==> config.mk <==
export PLATFORM = sky130hd
export DESIGN_NAME = adc_entropy_capture
export DESIGN_NICKNAME = d
export VERILOG_FILES = /design/src/rtl/adc_entropy_pkg.sv /design/src/rtl/rng_sync_fifo.sv /design/src/rtl/adc_entropy_capture.sv
export SDC_FILE = /design/constraint.sdc
export NUM_CORES = 1
export LEC_CHECK = 0
export ABC_AREA = 1
export CORE_MARGIN = 10
export CORE_UTILIZATION = 56
export CTS_BUF_LIST = sky130_fd_sc_hd__clkbuf_4 sky130_fd_sc_hd__clkbuf_8
export DETAILED_ROUTE_END_ITERATION = 10
export GPL_TIMING_DRIVEN = 0
export PLACE_DENSITY = 0.84
export SLEW_MARGIN = 10
export SYNTH_ARGS = -nofsm -noshare
export SYNTH_HDL_FRONTEND = slang
export SYNTH_SLANG_ARGS = --single-unit
==> constraint.sdc <==
create_clock -name clk -period 8.9 [get_ports clk]
set_input_delay 1.78 -clock clk [delete_from_list [all_inputs] [get_ports clk]]
set_output_delay 1.78 -clock clk [all_outputs]
set_load 0.01 [all_outputs]
==> src/rtl/adc_entropy_pkg.sv <==
// ---------------------------------------------------------------------------
// adc_entropy_pkg
// Shared definitions for the ADC entropy capture block.
//   MODE_*   : 2-bit runtime mode encodings (RAW, XOR, VN, COUNT)
//   STAT_W   : width of the saturating statistics counters
//   sat_inc  : saturating increment for the statistics counters
// ---------------------------------------------------------------------------
package adc_entropy_pkg;

  localparam logic [1:0] MODE_RAW   = 2'b00;
  localparam logic [1:0] MODE_XOR   = 2'b01;
  localparam logic [1:0] MODE_VN    = 2'b10;
  localparam logic [1:0] MODE_COUNT = 2'b11;

  localparam int STAT_W = 16;

  // Increment that sticks at all-ones instead of wrapping.
  function automatic logic [STAT_W-1:0] sat_inc(input logic [STAT_W-1:0] i_v);
    return (&i_v) ? i_v : i_v + STAT_W'(1);
  endfunction

endpackage

==> src/rtl/rng_sync_fifo.sv <==
// ---------------------------------------------------------------------------
// rng_sync_fifo
// Single-clock show-ahead FIFO. The head word is visible on o_data whenever
// o_empty is low; o_data reads 0 while empty.
// Ports:
//   i_clk, i_rst_n      : clock, synchronous active-low reset
//   i_push, i_push_data : write request and data
//   i_pop               : remove head word (ignored when empty)
//   o_data              : head word
//   o_empty, o_full     : occupancy flags
// A push while full is accepted only if a pop happens in the same cycle;
// otherwise the word is dropped (the caller accounts for the drop).
// ---------------------------------------------------------------------------
module rng_sync_fifo #(
  parameter int P_WIDTH = 32,
  parameter int P_DEPTH = 16
) (
  input  logic               i_clk,
  input  logic               i_rst_n,
  input  logic               i_push,
  input  logic [P_WIDTH-1:0] i_push_data,
  input  logic               i_pop,
  output logic [P_WIDTH-1:0] o_data,
  output logic               o_empty,
  output logic               o_full
);

  localparam int AW = $clog2(P_DEPTH);

  // Pointers carry one extra wrap bit to tell full from empty.
  logic [AW:0]        r_wr_ptr;
  logic [AW:0]        r_rd_ptr;
  logic [P_WIDTH-1:0] r_mem [P_DEPTH];

  logic w_do_pop;
  logic w_do_push;

  assign o_empty   = (r_wr_ptr == r_rd_ptr);
  assign o_full    = (r_wr_ptr[AW] != r_rd_ptr[AW]) &&
                     (r_wr_ptr[AW-1:0] == r_rd_ptr[AW-1:0]);
  assign w_do_pop  = i_pop && !o_empty;
  // When full, the slot being popped this cycle is the one the push reuses.
  assign w_do_push = i_push && (!o_full || w_do_pop);

  assign o_data = o_empty ? '0 : r_mem[r_rd_ptr[AW-1:0]];

  always_ff @(posedge i_clk) begin
    if (!i_rst_n) begin
      r_wr_ptr <= '0;
      r_rd_ptr <= '0;
    end else begin
      if (w_do_push) r_wr_ptr <= r_wr_ptr + (AW+1)'(1);
      if (w_do_pop)  r_rd_ptr <= r_rd_ptr + (AW+1)'(1);
    end
  end

  // Storage is not reset; the pointers define what is valid.
  always_ff @(posedge i_clk) begin
    if (i_rst_n && w_do_push) r_mem[r_wr_ptr[AW-1:0]] <= i_push_data;
  end

endmodule

==> src/rtl/adc_entropy_capture.sv <==
// ---------------------------------------------------------------------------
// adc_entropy_capture
// Turns N synchronous ADC channels into packed words for the HPS, via a
// show-ahead FIFO on a valid/ready stream.
// Ports:
//   clk, reset_n   : sample clock, synchronous active-low reset
//   enable         : take one sample per cycle while high
//   mode           : 00 RAW, 01 XOR, 10 VN (von Neumann), 11 COUNT
//   clr_stats      : one-cycle pulse clearing or_cnt and ovf_cnt
//   ad_d, ad_or    : channel samples (channel c at [c*P_DATA_W +: P_DATA_W])
//                    and per-channel over-range flags
//   out_data/out_valid/out_ready : output stream (FIFO head)
//   or_cnt         : over-range samples discarded (XOR/VN), saturating
//   ovf_cnt        : words dropped on a full FIFO, saturating
// Stream handshake: out_valid means out_data holds a word; a word transfers
// on every clock edge where out_valid && out_ready, and out_data does not
// change while out_valid && !out_ready.
// Pipeline: stage 1 registers the inputs; stage 2 (word builder) works on
// the registered sample and writes a finished word into the FIFO on the
// next edge, so a word is visible two edges after its last sample.
// ---------------------------------------------------------------------------
module adc_entropy_capture
  import adc_entropy_pkg::*;
#(
  parameter int P_CHANNELS   = 2,
  parameter int P_DATA_W     = 14,
  parameter int P_OUT_W      = 32,
  parameter int P_FIFO_DEPTH = 16
) (
  input  logic                           clk,
  input  logic                           reset_n,
  input  logic                           enable,
  input  logic [1:0]                     mode,
  input  logic                           clr_stats,
  input  logic [P_CHANNELS*P_DATA_W-1:0] ad_d,
  input  logic [P_CHANNELS-1:0]          ad_or,
  output logic [P_OUT_W-1:0]             out_data,
  output logic                           out_valid,
  input  logic                           out_ready,
  output logic [STAT_W-1:0]              or_cnt,
  output logic [STAT_W-1:0]              ovf_cnt
);

  localparam int IDX_W = (P_CHANNELS > 1) ? $clog2(P_CHANNELS) : 1;
  localparam int BC_W  = $clog2(P_OUT_W) + 1;

  // Stage 1: sample register
  logic                           r_en;
  logic [1:0]                     r_mode;
  logic [P_CHANNELS*P_DATA_W-1:0] r_ad_d;
  logic [P_CHANNELS-1:0]          r_ad_or;

  // Stage 2: word builder state
  logic [1:0]         r_prev_mode;
  logic [P_OUT_W-1:0] r_acc;
  logic [BC_W-1:0]    r_bitcnt;
  logic               r_half;
  logic               r_first;
  logic [IDX_W-1:0]   r_idx;
  logic [P_OUT_W-1:0] r_count;

  logic [STAT_W-1:0]  r_or_cnt;
  logic [STAT_W-1:0]  r_ovf_cnt;

  // Builder combinational view
  logic               w_clear;
  logic [P_OUT_W-1:0] w_acc_b,    w_acc_n;
  logic [BC_W-1:0]    w_bitcnt_b, w_bitcnt_n;
  logic               w_half_b,   w_half_n;
  logic               w_first_b,  w_first_n;
  logic [IDX_W-1:0]   w_idx_b,    w_idx_n;
  logic [P_OUT_W-1:0] w_count_b,  w_count_n;
  logic [P_DATA_W-1:0] w_raw_sample;
  logic               w_xor_bit;
  logic               w_take;
  logic               w_take_bit;
  logic               w_push;
  logic [P_OUT_W-1:0] w_push_data;
  logic               w_or_inc;

  logic               w_fifo_empty;
  logic               w_fifo_full;
  logic               w_pop;
  logic               w_ovf_inc;

  always_ff @(posedge clk) begin
    if (!reset_n) begin
      r_en    <= 1'b0;
      r_mode  <= MODE_RAW;
      r_ad_d  <= '0;
      r_ad_or <= '0;
    end else begin
      r_en    <= enable;
      r_mode  <= mode;
      r_ad_d  <= ad_d;
      r_ad_or <= ad_or;
    end
  end

  always_comb begin
    // A mode switch or an idle cycle restarts all partial state; the new
    // sample (if any) is then processed from a clean slate.
    w_clear    = !r_en || (r_mode != r_prev_mode);
    w_acc_b    = w_clear ? '0   : r_acc;
    w_bitcnt_b = w_clear ? '0   : r_bitcnt;
    w_half_b   = w_clear ? 1'b0 : r_half;
    w_first_b  = w_clear ? 1'b0 : r_first;
    w_idx_b    = w_clear ? '0   : r_idx;
    w_count_b  = w_clear ? '0   : r_count;

    w_acc_n    = w_acc_b;
    w_bitcnt_n = w_bitcnt_b;
    w_half_n   = w_half_b;
    w_first_n  = w_first_b;
    w_idx_n    = w_idx_b;
    w_count_n  = w_count_b;

    w_raw_sample = '0;
    w_xor_bit    = 1'b0;
    for (int c = 0; c < P_CHANNELS; c++) begin
      if (w_idx_b == IDX_W'(c)) w_raw_sample = r_ad_d[c*P_DATA_W +: P_DATA_W];
      w_xor_bit = w_xor_bit ^ r_ad_d[c*P_DATA_W];
    end

    w_take      = 1'b0;
    w_take_bit  = 1'b0;
    w_push      = 1'b0;
    w_push_data = '0;
    w_or_inc    = 1'b0;

    if (r_en) begin
      case (r_mode)
        MODE_RAW: begin
          w_push      = 1'b1;
          w_push_data = P_OUT_W'(w_raw_sample);
          w_idx_n     = (int'(w_idx_b) == P_CHANNELS - 1) ? '0 : w_idx_b + IDX_W'(1);
        end
        MODE_XOR: begin
          if (|r_ad_or) begin
            w_or_inc = 1'b1;
          end else begin
            w_take     = 1'b1;
            w_take_bit = w_xor_bit;
          end
        end
        MODE_VN: begin
          if (|r_ad_or) begin
            w_or_inc = 1'b1;
          end else if (!w_half_b) begin
            w_half_n  = 1'b1;
            w_first_n = w_xor_bit;
          end else begin
            // 01 -> 0, 10 -> 1: the emitted bit is the pair's first bit.
            w_half_n   = 1'b0;
            w_take     = (w_first_b != w_xor_bit);
            w_take_bit = w_first_b;
          end
        end
        default: begin
          w_push      = 1'b1;
          w_push_data = w_count_b;
          w_count_n   = w_count_b + P_OUT_W'(1);
        end
      endcase

      // Shift in at the LSB so the first bit of a word ends up in the MSB.
      if (w_take) begin
        w_acc_n = (w_acc_b << 1) | P_OUT_W'(w_take_bit);
        if (w_bitcnt_b == BC_W'(P_OUT_W - 1)) begin
          w_push      = 1'b1;
          w_push_data = w_acc_n;
          w_bitcnt_n  = '0;
        end else begin
          w_bitcnt_n = w_bitcnt_b + BC_W'(1);
        end
      end
    end
  end

  always_ff @(posedge clk) begin
    if (!reset_n) begin
      r_prev_mode <= MODE_RAW;
      r_acc       <= '0;
      r_bitcnt    <= '0;
      r_half      <= 1'b0;
      r_first     <= 1'b0;
      r_idx       <= '0;
      r_count     <= '0;
    end else begin
      r_prev_mode <= r_mode;
      r_acc       <= w_acc_n;
      r_bitcnt    <= w_bitcnt_n;
      r_half      <= w_half_n;
      r_first     <= w_first_n;
      r_idx       <= w_idx_n;
      r_count     <= w_count_n;
    end
  end

  rng_sync_fifo #(
    .P_WIDTH (P_OUT_W),
    .P_DEPTH (P_FIFO_DEPTH)
  ) u_fifo (
    .i_clk       (clk),
    .i_rst_n     (reset_n),
    .i_push      (w_push),
    .i_push_data (w_push_data),
    .i_pop       (w_pop),
    .o_data      (out_data),
    .o_empty     (w_fifo_empty),
    .o_full      (w_fifo_full)
  );

  assign out_valid = !w_fifo_empty;
  assign w_pop     = out_valid && out_ready;
  assign w_ovf_inc = w_push && w_fifo_full && !w_pop;

  // clr_stats wins over a same-cycle increment.
  always_ff @(posedge clk) begin
    if (!reset_n) begin
      r_or_cnt  <= '0;
      r_ovf_cnt <= '0;
    end else if (clr_stats) begin
      r_or_cnt  <= '0;
      r_ovf_cnt <= '0;
    end else begin
      if (w_or_inc)  r_or_cnt  <= sat_inc(r_or_cnt);
      if (w_ovf_inc) r_ovf_cnt <= sat_inc(r_ovf_cnt);
    end
  end

  assign or_cnt  = r_or_cnt;
  assign ovf_cnt = r_ovf_cnt;

endmodule

==> impl_metrics.tcl <==
set metrics [dict create \
    status "completed" \
    synthFlopType "edfxtp_1" \
    fill_cells 3494 \
    power_density_mw_per_mm2 210 \
    maxSlewViolCount 0 \
    synth_top_family_by_area "compound AO/OA/AOI/OAI gates" \
    final_common_cell "edfxtp_1" \
    start_kind "register" \
    netlist_area_sq_mm 0.0285 \
    syn_inst 2530 \
    final-instance-count-excl-fill 3537 \
    fin_crit_ns 5.95 \
    dpl.hpwl_um 55800 \
    r2r_cells 20 \
    path_cells "buf_2 > buf_2 > clkbuf_1 > o21ai_0 > o211ai_1 > nand3_1 > a21oi_1 > clkdlybuf4s50_1" \
    cp.depth 8 \
    grt_pass1_wl_um 123000 \
    synth_edf_count 512 \
    async_flop_share_pct 0 \
    ys_seq_area_share_pct 64.7 \
    yosys.area.top_type "edfxtp_1" \
    dpl-instance-area_sq_mm 0.0312 \
    hp-start "r_mode[1]$_SDFF_PN0_" \
    coreArea_sq_mm 0.0503 \
    grt_pass1_vias 21390 \
    vias 21477 \
    ioPinCount 102 \
    cts_resized 0 \
    leakagePower_nw 11.5 \
    synth.area.top_cells "edfxtp_1 54%, dfxtp_1 11%, mux2i_1 4.5%" \
    grt_overflow 0 \
    ys.warnings.count 0 \
    hold_ws_ns 0.490 \
    dp_slack_ns 3.79 \
    worst_slack_ns 2.95 \
    areaGrowthSynthToFinish_pct 17.2 \
    finalClockSkew_ns 0.0283 \
    track_usage_pct 26.6 \
    critPathMaxStageDelay_ns 0.67 \
    critPathCaptureType "primary output" \
    antennaDiodeCount 0 \
    die_x_um 246 \
    clk_pin_slew_ns 0.07 \
    cts_tree "done" \
    critPathCapture "out_data[2]" \
    crit_buf_inv 4 \
    worstPathMaxFanout 10 \
    postCtsSetupRepairBufs 0 \
    synth.distinct_cells 52 \
    cp_top_family "buffers and inverters" \
    required_ns 7.12 \
    setup_tns_ns 0 \
    drt_iter0_drc 2788 \
    antenna_found_initial 0 \
    fin_area_sq_mm 0.0334 \
    synth_nets 2580 \
    dieArea_sq_mm 0.0603 \
    gp_congestion 0.960 \
    root_buffer "clkbuf_8" \
    synth_top_area_share_pct 54.0 \
    numCtsBuffers 102 \
    drive_gt1_share_pct 12.7 \
    arrival_ns 4.17 \
    crit_top_cell "buf_2" \
    cts_max_path_buffers 3 \
    layout_common_cells "512 x edfxtp_1, 292 x inv_1, 234 x a21oi_1, 209 x nand2_1, 187 x o21ai_0" \
    finalCritPeriodShare_pct 66.8 \
    synth_fa_ha_area_share_pct 0.571 \
    hp-class "reg2reg" \
    r2r_slack_ns 4.47 \
    hold_viol_final 0 \
    clkLatencyLatePin_ns 0.71 \
    r2r-start "r_mode[0]$_SDFF_PN0_" \
    wl_um 82100 \
    critPathKind "reg2out" \
    cpMaxStageDelayCell "dfxtp_1" \
    drv_cap 0 \
    ys_ff_latch 665 \
    nNetsFinal 2829 \
    r2r-end "u_fifo.r_mem[2][9]$_DFFE_PP_" \
    remaining_drc_errors 0 \
    wl_per_cell_um 23.2 \
    vias_per_cell 6.07 \
    postSynthAreaPerCell_sq_um 11.3 \
    cts_max_level 3 \
    finalSetupViolations 0 \
    rsz0062_at_grt "no" \
    synth-simple-area-share_pct 10.9 \
    die_h_um 246 \
    vdd_drop_max_v 0.000124 \
    firstDrtPassIters 8 \
    postCtsHoldBufs 0 \
    muxShareOfSynthArea_pct 4.50 \
    synthXorXnorAreaFrac_pct 0.984 \
    grt_max_degree 23 \
    row_count 82 \
    max_slew_margin_pct 13.9 \
    drtAntennaViolNets 0 \
    tightestPinTransition_ns 1.29 \
    hold_depth 2 \
    start_util_pct 56.7 \
    cts_sinks 665 \
    timing.fmax_ghz 0.168 \
    synth_compound_area_share_pct 12.2 \
    place_inst 3347 \
    place.port_buffers 100 \
]
worst min-delay path by stage:
stage	slack (ns)	to
floorplan	0.46	r_acc[14]$_SDFF_PN0_
global placement	0.47	r_acc[26]$_SDFF_PN0_
detailed placement	0.48	r_acc[29]$_SDFF_PN0_
CTS	0.49	r_acc[29]$_SDFF_PN0_
global route	0.51	r_acc[29]$_SDFF_PN0_
finish	0.49	r_prev_mode[1]$_SDFF_PN0_
final cells by class:
cell class	count	area [sq um]	share of cell area, %
clock buffers	138	1730	5.18
multi-input cells	1420	8580	25.7
flip-flops and latches	665	18400	55.2
well taps	672	841	2.52
inverters	300	1130	3.37
plain buffers	145	622	1.86
clock inverters	52	437	1.31
repair buffers	145	1610	4.83
logic make-up after synthesis:
logic type | after synthesis
buffers and inverters | 445
muxes | 128
adders and majority gates | 13
AOI/OAI and AO/OA | 605
xor gates and xnor gates | 32
DFF | 665
and+or+nand+nor | 642
sequential cells by signal, indices dropped and copies added, names as in the netlist, 6 cells and up, named ones only:
| name | flops |
|---|---|
| or_cnt | 16 |
| ovf_cnt | 16 |
| r_acc | 31 |
| r_ad_d | 28 |
| r_bitcnt | 6 |
| r_count | 32 |
| u_fifo.r_mem | 512 |
stage by stage:
step	util, %	total power, mW
after floorplan	-	3.97
after global placement	60.3	4.34
after detailed placement	62.0	4.38
after CTS	66.3	7.01
after global routing	66.4	7.23
final	66.4	7.02
Yosys cell counts, drive strengths merged, types with 3 or more instances:
| cell | count |
|---|---|
| edfxtp | 512 |
| inv | 299 |
| a21oi | 237 |
| nand2 | 228 |
| o21ai | 193 |
| nor2 | 190 |
| dfxtp | 153 |
| nand3 | 149 |
| o211ai | 135 |
| mux2i | 128 |
| clkbuf | 93 |
| buf | 52 |
| nor3 | 35 |
| nand4 | 27 |
| xor2 | 23 |
| ha | 13 |
| o32ai | 11 |
| xnor2 | 9 |
| a31oi | 8 |
| or2 | 6 |
| a311oi | 4 |
| o22ai | 4 |
| a211oi | 3 |
| nor3b | 3 |
| o21a | 3 |
| o21bai | 3 |
routing by layer:
metal  track usage [%]  share of wire (%)  wire [um]  vias to the layer above
li1                  -                  -          -                     9495
met1              31.6                 36      29400                    10233
met2              45.1                 49      40300                     1448
met3              5.36                 11       8650                      301
met4              13.6                4.6       3780                        0
met5                 0                  0          0                        -
report_power, final:
part | leakage [nW] | switching [mW] | internal, mW | total [mW]
clock network | 1.12 | 1.22 | 1.45 | 2.67
registers | 6.24 | 0.0147 | 3.32 | 3.34
logic | 4.10 | 0.654 | 0.351 | 1.01
worst min-delay path, delay by kind of cell (launching register included):
| family | cells | cell delay (ns) |
|---|---|---|
| and+or+nand+nor | 1 | 0.08 |
| DFF | 1 | 0.35 |
| buffers and inverters | 1 | 0.04 |
No activity file was read; power rests on OpenSTA's default activity.
